### src/rtl/uart_tx_fifo.sv
// uart_tx_fifo: byte queue between the bus-side UART controller and the
// serial transmitter. Bytes pushed by the bus are held in a circular buffer
// and handed to the transmitter one at a time over tx_start/tx_data/tx_busy.
// A one-cycle drained pulse marks the end of the last queued character.
// Optional build macro: UART_TX_FIFO_FLUSH_EN adds a synchronous flush input
// that discards everything still queued (the in-flight character completes).
module uart_tx_fifo #(
    parameter int unsigned DEPTH_LOG2 = 4
) (
    input  logic                  clk,
    input  logic                  rst,
    input  logic                  wr_en,
    input  logic [7:0]            wr_data,
    output logic                  full,
    output logic                  empty,
    output logic [DEPTH_LOG2:0]   level,
    output logic                  overflow,
    input  logic                  ovf_clr,
    output logic                  tx_start,
    output logic [7:0]            tx_data,
    input  logic                  tx_busy,
`ifdef UART_TX_FIFO_FLUSH_EN
    input  logic                  flush,
`endif
    output logic                  drained
);

    localparam int unsigned DEPTH = 1 << DEPTH_LOG2;
    localparam logic [DEPTH_LOG2:0] DEPTH_CNT = (DEPTH_LOG2+1)'(DEPTH);

    typedef enum logic [1:0] {
        IDLE,
        WAIT_BUSY,
        WAIT_DONE
    } state_t;

    state_t                 state;
    logic [7:0]             mem [DEPTH];
    logic [DEPTH_LOG2-1:0]  wr_ptr;
    logic [DEPTH_LOG2-1:0]  rd_ptr;
    logic [DEPTH_LOG2:0]    count;
    logic [DEPTH_LOG2:0]    count_next;
    logic                   flush_now;
    logic                   push;
    logic                   pop;

`ifdef UART_TX_FIFO_FLUSH_EN
    assign flush_now = flush;
`else
    assign flush_now = 1'b0;
`endif

    assign level = count;

    // Push/pop qualification; a flush discards the coincident push and
    // suppresses a pop since the queue contents are being thrown away.
    always_comb begin
        push = wr_en & ~full & ~flush_now;
        pop  = (state == IDLE) & ~empty & ~tx_busy & ~flush_now;
    end

    // Next entry count from this edge's accepted push and pop.
    always_comb begin
        count_next = count;
        if (flush_now) begin
            count_next = '0;
        end else begin
            case ({push, pop})
                2'b10:   count_next = count + (DEPTH_LOG2+1)'(1);
                2'b01:   count_next = count - (DEPTH_LOG2+1)'(1);
                default: count_next = count;
            endcase
        end
    end

    // Queue storage; contents need no reset.
    always_ff @(posedge clk) begin
        if (push) begin
            mem[wr_ptr] <= wr_data;
        end
    end

    // Pointers, count, registered status flags and sticky overflow.
    always_ff @(posedge clk) begin
        if (rst) begin
            wr_ptr   <= '0;
            rd_ptr   <= '0;
            count    <= '0;
            full     <= 1'b0;
            empty    <= 1'b1;
            overflow <= 1'b0;
        end else begin
            if (flush_now) begin
                wr_ptr <= '0;
                rd_ptr <= '0;
            end else begin
                if (push) wr_ptr <= wr_ptr + DEPTH_LOG2'(1);
                if (pop)  rd_ptr <= rd_ptr + DEPTH_LOG2'(1);
            end
            count <= count_next;
            full  <= (count_next == DEPTH_CNT);
            empty <= (count_next == '0);
            if (wr_en & full) begin
                overflow <= 1'b1;
            end else if (ovf_clr) begin
                overflow <= 1'b0;
            end
        end
    end

    // Transmitter handshake FSM with registered start, data and drained.
    always_ff @(posedge clk) begin
        if (rst) begin
            state    <= IDLE;
            tx_start <= 1'b0;
            tx_data  <= '0;
            drained  <= 1'b0;
        end else begin
            tx_start <= 1'b0;
            drained  <= 1'b0;
            case (state)
                IDLE: begin
                    if (pop) begin
                        tx_data  <= mem[rd_ptr];
                        tx_start <= 1'b1;
                        state    <= WAIT_BUSY;
                    end
                end
                WAIT_BUSY: begin
                    if (tx_busy) state <= WAIT_DONE;
                end
                WAIT_DONE: begin
                    if (!tx_busy) begin
                        state   <= IDLE;
                        drained <= (empty | flush_now) & ~push;
                    end
                end
                default: state <= IDLE;
            endcase
        end
    end

endmodule

### config.mk
export PLATFORM = sky130hd
export DESIGN_NAME = uart_tx_fifo
export DESIGN_NICKNAME = d
export VERILOG_FILES = /design/src/rtl/uart_tx_fifo.sv
export SDC_FILE = /design/constraint.sdc
export NUM_CORES = 1
export LEC_CHECK = 0
export BUFFER_PORTS_ARGS = -buffer_cell sky130_fd_sc_hd__buf_2
export CORE_AREA = 2 2 148 150
export DETAILED_ROUTE_END_ITERATION = 6
export DIE_AREA = 0 0 150 152
export GPL_ROUTABILITY_DRIVEN = 0
export MAX_ROUTING_LAYER = met4
export PLACE_DENSITY = 0.45
export SYNTH_ARGS = -nofsm -noshare
export SYNTH_HDL_FRONTEND = slang
export SYNTH_SLANG_ARGS = --single-unit
### constraint.sdc
create_clock -name clk -period 6.2 [get_ports clk]
set_input_delay 1.86 -clock clk [delete_from_list [all_inputs] [get_ports clk]]
set_output_delay 1.86 -clock clk [all_outputs]
set_load 0.01 [all_outputs]
# --- Word level (Yosys, flattened, before mapping) ---
# Memories as Yosys holds them, arrays and structs flattened. A register that Yosys moved wholly into a read port is not among the register bits.
# Cells that the tools add are included.
classes:
  bitwise: 11
  muxes: 10
  reduce_logical: 7
  add_sub_neg: 4
  n_eq_ne: 8
op_table:
  columns: ["cell", "n"]
  rows:
  - ["case mux 5 bit (2 select lines)", 1]
  - ["adder 4 x 1 -> 4 bit (second input constant)", 2]
  - ["2-to-1 mux 2 bit", 3]
  - ["!= test 2 bit (second input constant)", 3]
  - ["inverter 1 bit", 6]
  - ["case mux 2 bit (3 select lines)", 1]
  - ["adder 5 x 1 -> 5 bit (second input constant)", 1]
  - ["bitwise AND 1 bit", 5]
  - ["== test 5 bit (second input constant)", 1]
  - ["logical NOT 5 bit", 1]
  - ["2-to-1 mux 1 bit", 5]
  - ["subtractor 5 x 1 -> 5 bit (second input constant)", 1]
  - ["== test 2 x 1 -> 1 bit (second input constant)", 2]
  - ["== test 2 bit (second input constant)", 2]
  - ["AND reduction 3 bit", 1]
  - ["OR reduction 3 bit", 1]
  - ["logical NOT 2 bit", 1]
  - ["AND reduction 2 bit", 1]
  - ["nonzero test 2 bit", 1]
  - ["OR reduction 2 bit", 1]
word_totals:
  ramBits: 128
  inputBits: 13
  regBits: 20
  out_inout_bits: 18
  wordCells: 50
  n_memories: 1
mem_list:
  columns: ["name", "depth", "word_bits", "read_ports", "rd_ports_with_merged_regs", "wr", "line_no", "source"]
  rows:
  - ["mem", 16, 8, 1, 1, 1, "38", "logic [7:0] mem [DEPTH];"]

# --- Longest topological paths before layout ---
# Gate-level depths: netlist (run 1).
depth:
  depth_word: 6
  ltp_mapped: 11
  depth_no_buf: 10

# --- Worst setup path after synthesis (run 1) ---
# No wires, ideal clock.
synth_timing:
  path_kind: "input to register"
  from: "in tx_busy"
  to: "reg empty"
  path_buffers: 1
  slack_ns: 2.243
  t_arrival_ns: 3.898
  path_stages: 11
  t_required_ns: 6.140
  setup_time_ns: 0.060
  cell_sequence: "or4_4 -> buf_6 -> clkinv_8 -> nand2_1 -> xnor2_1 -> ha_1 -> nor4b_1 -> a21oi_1 -> a311oi_2 -> a2bb2oi_2 -> a31o_1"
synth_via:
  elab_chain_len: 5
  word_cells_on_any_way: 6
  classes_between: "eq/ne (2); mux (1); bitwise (2); reduce/logical (1)"
synth_rtl:
  columns: ["element", "line_no", "source"]
  rows:
  - ["from (decl)", "21", "input logic tx_busy,"]
  - ["inverter 1 bit *", "59", "pop = (state == IDLE) & ~empty & ~tx_busy & ~flush_now;"]
  - ["bitwise AND 1 bit *", "59", null]
  - ["== test 2 x 1 -> 1 bit or == test 2 bit (tied branches)", "68", "case ({push, pop})"]
  - ["case mux 5 bit (2 select lines) *", "68", null]
  - ["logical NOT 5 bit *", "102", "empty <= (count_next == '0);"]
  - ["to (signal assigned)", "102", null]
  - ["to (decl)", "15", "output logic empty,"]
# Mark *: on every way between the ends. The rest lies on a longest branch, timed or not.
# A chain may end at the register's enable or synchronous reset.

# --- Worst setup path after layout (run 1) ---
# Ends and elaborated chain as after synthesis.

==> results.txt, run 1 <==
Outcome - finished, final reports clean
Num CTS Buffers - 17
CP peak stage delay - 0.67 ns
CTS tree - done
Maximum buffer depth of the clock tree - 2
Boundary Pins - 31
RSZ-0062 raised after global routing - no
Gr ovfl total - 0
Core area - 0.0214 mm²
Worst VDD drop - 0.148 mV
Resized cells post-CTS - 0
Wire per inst - 19.4 µm
Vias - 3257
Buffer and inverter count on the worst path - 2
TNS Setup - 0 ns
Worst Max-Slew Pin Slew - 1.00 ns
First-pass GRT wire length - 20300 µm
Initial antenna violation count - 0
Hold depth - 2
Worst min path class - register to register
Hold path start - overflow$_SDFFE_PP0P_
PortBufs - 30
Crit Path Class - primary input to register
ANT nets after route - 0
Pins Over Slew Limit - 0
Total number of yosys warnings - 0
Final core occ - 0.342
Nets - 422
CTS sink cnt - 156
Final hold violations - 0
CP required - 6.56 ns
Vias in the first global route - 3316
Top Family by Delay on Critical Path - simple AND/OR/NAND/NOR gates
Syn Nets - 390
R2r worst-path depth - 10
Largest net degree at the start of global routing - 36
Post-Place Cell Area - 0.00668 mm²
Post-Syn Area per Cell - 16.9 µm²
R2r startpoint - state[1]$_SDFFE_PP0P_
Share of layout cells above drive strength 1 - 0.266
Seq/Total Area, Yosys - 0.706
Critical Path AT - 4.32 ns
R2R Setup Slk - 3.41 ns
DRC viols - 0
Mapped Area - 0.00624 mm²
Worst r2r dst - empty$_SDFF_PP1_
Setup crit start kind - primary input
CTS Hold Buffers Added - 0
Filler cells - 2087
Reg clk slew, reported paths - 0.06 ns
Fin Clk Skew - 0.00772 ns
P_leak - 2.37 nW
DRT iter0 DRCs - 243
CP Max Fanout - 24
Die area - 0.0228 mm²
TritonRoute pass-1 iters - 4
Die H - 152 µm
Ant diodes - 0
Worst skew pair latency - 0.42 ns
Vias/cell - 4.70
Final Cell Area - 0.00731 mm²
Clock root cell - clkbuf_16
Dpl hpwl - 8380 µm
H-tree levels - 4
Total GRT Usage - 0.128
Max-cap violations - 0
Die X - 150 µm
Slowest cell on crit path - or4_4
Number of library cell types mapped by synthesis - 44
Final setup vio count - 0
Hold EP - overflow$_SDFFE_PP0P_
Layout area overhead - 17.1%
Synth Register Bits - 156
Postcts setup bufs - 0
Total Wirelength - 13500 µm
Setup crit end kind - register
Cells along the critical path - buf_2, or4_4, clkinv_8, nand2_1, xnor2_1, ha_1, nor4b_1, a21oi_1, a311oi_2, a2bb2oi_2, a31o_1
Final hold slack - 0.470 ns
Row Count - 54
Slew margin rel. - 0.328
Final worst path period share - 0.639
Final min period - 3.96 ns
Mapped Cells - 370
Cell area power density - 373 mW/mm²
Initial Util - 0.292
Fmax - 253 MHz
[cells in the final DEF (no fill, tap or decap), types with 3 or more instances in the layout]
cell type	netlist	final
edfxtp_1	128	128
nor2_1	36	36
mux4_2	32	32
buf_2	5	30
dfxtp_1	28	27
a21oi_1	22	22
clkbuf_16	0	17
a22oi_1	16	16
nand2_1	15	15
ha_1	7	7
buf_4	0	7
nor2b_1	6	6
xnor2_1	6	6
nor3_1	5	5
xor2_1	5	5
bufinv_16	0	5
nand4_1	4	4
inv_1	3	3
nand2b_1	3	3
o21ai_0	3	3
nor3b_1	3	3
[worst min-delay path: stages (launching register included)]
cell and delay, ns:
dfxtp_1 0.31, nand2b_1 0.06, a21oi_1 0.05
[cell type report]
cell class / instances / area, µm² / area share
multi-input combinational: 185 / 1690 / 0.232
timing repair buffer: 37 / 203 / 0.0277
tap: 280 / 350 / 0.0479
inverter: 5 / 31.3 / 0.00428
clock inverter: 12 / 195 / 0.0267
clock buffer: 18 / 429 / 0.0587
sequential: 156 / 4410 / 0.603
[worst max path at each step]
stage / to / slack, ns / depth (start not counted) / start
after floorplan: empty$_SDFF_PP1_ / 2.24 / 11 / tx_busy
after global placement: empty$_SDFF_PP1_ / 1.85 / 11 / tx_busy
after detailed placement: empty$_SDFF_PP1_ / 1.82 / 11 / tx_busy
after CTS: empty$_SDFF_PP1_ / 2.24 / 11 / tx_busy
after global routing: empty$_SDFF_PP1_ / 2.05 / 11 / tx_busy
final: empty$_SDFF_PP1_ / 2.24 / 11 / tx_busy
[where the power goes]
group / total (mW) / internal [mW] / switching, mW
Clock: 1.11 / 0.708 / 0.401
Combinational: 0.397 / 0.180 / 0.216
Sequential: 1.22 / 1.18 / 0.0426
[kinds of logic after synthesis]
group,synth area share
xor gates and xnor gates,0.0154
buffers and inverters,0.0229
AOI/OAI and AO/OA,0.0601
muxes,0.117
adders and majority gates,0.0140
and+or+nand+nor,0.0648
DFF,0.706
[state kept, by name (all words and copies together), names as in the netlist]
name and flops:
mem 128, tx_data 8, level 5, rd_ptr 4, wr_ptr 4, state 2
drained 1, empty 1, full 1, overflow 1, tx_start 1
[synth_stat cells (all sizes together)]
| master | instances | area share |
|---|---|---|
| buf | 14 | 0.012 |
| clkinv | 1 | 0.0026 |
| a31o | 1 | 0.0014 |
| o211ai | 1 | 0.0020 |
| xor2 | 5 | 0.0070 |
| or4 | 1 | 0.0018 |
| a21oi | 23 | 0.019 |
| o21bai | 1 | 0.0012 |
| o31a | 1 | 0.0014 |
| nand4 | 4 | 0.0040 |
| dfxtp | 28 | 0.090 |
| edfxtp | 128 | 0.62 |
| nor3 | 6 | 0.0056 |
| nor4bb | 1 | 0.0026 |
| o21ai | 3 | 0.0024 |
| a21boi | 1 | 0.0018 |
| a21o | 1 | 0.0012 |
| or3b | 1 | 0.0014 |
| xnor2 | 6 | 0.0084 |
| nand2b | 3 | 0.0030 |
| and2 | 1 | 0.0010 |
| and4b | 1 | 0.0016 |
| mux4 | 32 | 0.12 |
| a311oi | 1 | 0.0024 |
| o22ai | 1 | 0.0010 |
| nor4 | 2 | 0.0020 |
| nor2 | 36 | 0.022 |
| clkbuf | 10 | 0.0060 |
| a22oi | 16 | 0.019 |
| nor4b | 1 | 0.0014 |
| a2bb2oi | 1 | 0.0024 |
| o31ai | 1 | 0.0020 |
| mux2i | 1 | 0.0016 |
| inv | 4 | 0.0024 |
| nand2 | 15 | 0.0090 |
| nor2b | 6 | 0.0060 |
| nor3b | 3 | 0.0036 |
| ha | 7 | 0.014 |
| a41oi | 1 | 0.0026 |
[layer usage]
| layer | vias to the layer above | global-route usage | share of wire |
|---|---|---|---|
| li1 | 1506 | - | - |
| met1 | 1681 | 0.169 | 0.47 |
| met2 | 54 | 0.194 | 0.49 |
| met3 | 16 | 0.0255 | 0.030 |
| met4 | 0 | 0.0530 | 0.017 |
| met5 | - | - | 0 |
[stage by stage]
stage	setup slack, ns	power, mW	cells
3_3_place_gp	1.85	1.64	663
2_1_floorplan	2.24	1.53	370
5_1_grt	2.05	2.84	693
4_1_cts	2.24	2.76	693
3_5_place_dp	1.82	1.64	663
6_report	2.24	2.73	693
Note: power is estimated with default switching activity, not from simulation.
==> run 2, diff against run 1 <==
- ABC_AREA: not set -> 1
- CORE_AREA: 2 2 148 150 -> 2 2 150 152
- DIE_AREA: 0 0 150 152 -> 0 0 152 154
- clock period: 6.2 -> 3.7 ns (I/O delays scaled with it)
==> run 2 against run 1 <==
Power increased by 59%; non-clock buffer count grew 5; sequential cell count is the same; critical path type is now register to register; largest cell class unchanged; largest power group unchanged.
==> results.txt, run 2 <==
CTS tree - done
Critical Path Source - rd_ptr[1]$_SDFFE_PP0P_
Worst Max-Slew Pin Slew - 0.942 ns
Fin Clk Skew - 0.00891 ns
Post-synth top area cell - edfxtp_1
Final worst path period share - 0.638
Syn Nets - 573
Number of flops mapped to enable cells by yosys - 128
Setup crit start kind - register
Fmax - 423 MHz
First-pass GRT wire length - 24300 µm
Final setup vio count - 0
DRT iter0 DRCs - 196
Die X - 152 µm
RSZ-0062 raised after global routing - no
Critical Path AT - 2.72 ns
Postcts setup bufs - 0
Worst skew pair latency - 0.42 ns
Combinational power share - 0.147
Predominant post-synthesis flop cell - edfxtp_1
Clock root cell - clkbuf_16
Most frequent cell after synthesis - edfxtp_1
Commonest cells after routing, fill and taps aside - edfxtp_1, nor2_1, o21ai_0, nand2_1, inv_1
DRC viols - 0
Psw - 1.17 mW
Crit Path Class - register to register
Outcome - finished, final reports clean
Combined area of the multi-input logic cells - 0.00172 mm²
CTS Hold Buffers Added - 0
Slew margin rel. - 0.372
Seq/Total Area, Yosys - 0.686
H-tree levels - 4
Net Sw Frac - 0.271
Register area - 0.00441 mm²
Fin worst setup slack - 1.34 ns
Pre-CTS setup slack - 0.948 ns
Maximum buffer depth of the clock tree - 2
R2r startpoint - rd_ptr[1]$_SDFFE_PP0P_
Initial Util - 0.296
Wire per inst - 17.4 µm
Dpl hpwl - 9740 µm
Max-cap violations - 0
Final hold violations - 0
Post-synth ARST share - 0
Layout area overhead - 15.7%
Die area - 0.0234 mm²
Pins Over Slew Limit - 0
TNS Setup - 0 ns
TritonRoute pass-1 iters - 4
Filler cells - 2155
Cells along the critical path - buf_4, inv_2, o21ai_0, o22ai_1, nor2_1, o211ai_1, o211ai_1, inv_1
Largest net degree at the start of global routing - 67
Total GRT Usage - 0.140
Vias - 4163
Vias in the first global route - 4213
Die H - 154 µm
Cell area power density - 582 mW/mm²
Share of layout cells above drive strength 1 - 0.142
PortBufs - 30
Hold path start - overflow$_SDFFE_PP0P_
Largest cells by area after synthesis - edfxtp_1, dfxtp_1, nor2_1, o21ai_0, o211ai_1
CP required - 4.06 ns
Share of the synthesized area in the top cell type - 0.598
Worst VDD drop - 0.298 mV
Top cells by count, synth - edfxtp_1, nor2_1, o21ai_0
Row Count - 54
P_int - 3.15 mW
Resized cells post-CTS - 0
Nets - 606
Ant diodes - 0
Synth Register Bits - 156
Largest Register - mem
CTS sink cnt - 156
Total Wirelength - 15300 µm
CP Max Fanout - 52
Post-Syn Area per Cell - 11.6 µm²
Reg clk slew, reported paths - 0.06 ns
Worst min path class - register to register
Core area - 0.0217 mm²
P_leak - 2.61 nW
Clk pwr share - 0.390
Mapped Cells - 553
Slowest cell on crit path - inv_2
Mapped Area - 0.00642 mm²
Gr ovfl total - 0
Number of library cell types mapped by synthesis - 32
Max reg flops - 128
Commonest non-fill, non-tap cell in the layout - edfxtp_1
Vias/cell - 4.74
Share of power burned in registers - 0.463
CP peak stage delay - 0.69 ns
Final min period - 2.36 ns
ANT nets after route - 0
Cell mode on critical path - o211ai_1
Setup crit end kind - register
Total number of yosys warnings - 0
Num CTS Buffers - 17
Initial antenna violation count - 0
Boundary Pins - 31
[run 2: cell types whose count changed in the layout (fill, tap and decap cells not counted), moves of 10 or more]
cell      before  now
o221ai_1       0   12
a22oi_1       16    0
nor2_1        36  112
mux4_2        32    0
o21ai_0        3   60
inv_1          3   34
nand3_1        0   30
o211ai_1       0   26
nand2_1       15   40
o21ai_1        0   10
a21oi_1       22   10
[run 2: logic make-up (layout without fill, tap and decap cells)]
| family | count (synthesis) | count (layout) | synth area share |
|---|---|---|---|
| and+or+nand+nor | 199 | 199 | 0.135 |
| DFF | 156 | 156 | 0.686 |
| AOI/OAI and AO/OA | 123 | 123 | 0.114 |
| buffers and inverters | 66 | 112 | 0.0471 |
| adders and majority gates | 7 | 7 | 0.0136 |
| xor gates and xnor gates | 2 | 2 | 0.00390 |
[run 2: path summary, 6_finish.rpt]
path                                   to  slack, ns  depth (start not counted)
setup / recovery  tx_data[6]$_SDFFE_PP0P_       1.34                          8
hold / removal      overflow$_SDFFE_PP0P_       0.47                          2
setup reg to reg  tx_data[6]$_SDFFE_PP0P_       1.34                          8
hold reg to reg     overflow$_SDFFE_PP0P_       0.47                          2
[run 2: through the flow]
| stage | power [mW] | utilization | area, µm² | cells | hold WS (ns) |
|---|---|---|---|---|---|
| after global placement | 2.68 | 0.316 | 6850 | 847 | 0.445 |
| after detailed placement | 2.68 | 0.316 | 6850 | 847 | 0.470 |
| final | 4.32 | 0.343 | 7430 | 879 | 0.474 |
| after CTS | 4.38 | 0.343 | 7430 | 879 | 0.482 |
| after global routing | 4.53 | 0.343 | 7430 | 879 | 0.514 |
| after floorplan | 2.48 | - | 6420 | 553 | 0.478 |
[run 2: critical path, delay by kind of cell, from the launching register on]
kind / cells / cell delay (ns)
buffers and inverters: 3 / 0.97
AOI/OAI and AO/OA: 4 / 0.93
DFF: 1 / 0.29
and+or+nand+nor: 1 / 0.07
[run 2: per-layer routing]
metal  GRT usage  share of wire  up-vias
met1       0.180           0.47     2038
met3      0.0313          0.040        8
met4      0.0441          0.014        0
li1            -              -     2039
met5           -              0        -
met2       0.222           0.48       78
[run 2: final cells by class]
class | instances | share of cell area
inverters | 38 | 0.0192
well taps | 280 | 0.0472
flip-flops and latches | 156 | 0.593
clock inverters | 14 | 0.0195
repair buffers | 42 | 0.0323
clock buffers | 18 | 0.0578
multi-input cells | 331 | 0.231
[run 2: power groups by stage]
stage	Clock, mW	Combinational (mW)	Sequential (mW)
floorplan	0	0.424	2.05
CTS	1.73	0.646	2.00
finish	1.69	0.636	2.00
global route	1.80	0.718	2.01
detailed placement	0	0.644	2.04
global placement	0	0.637	2.04
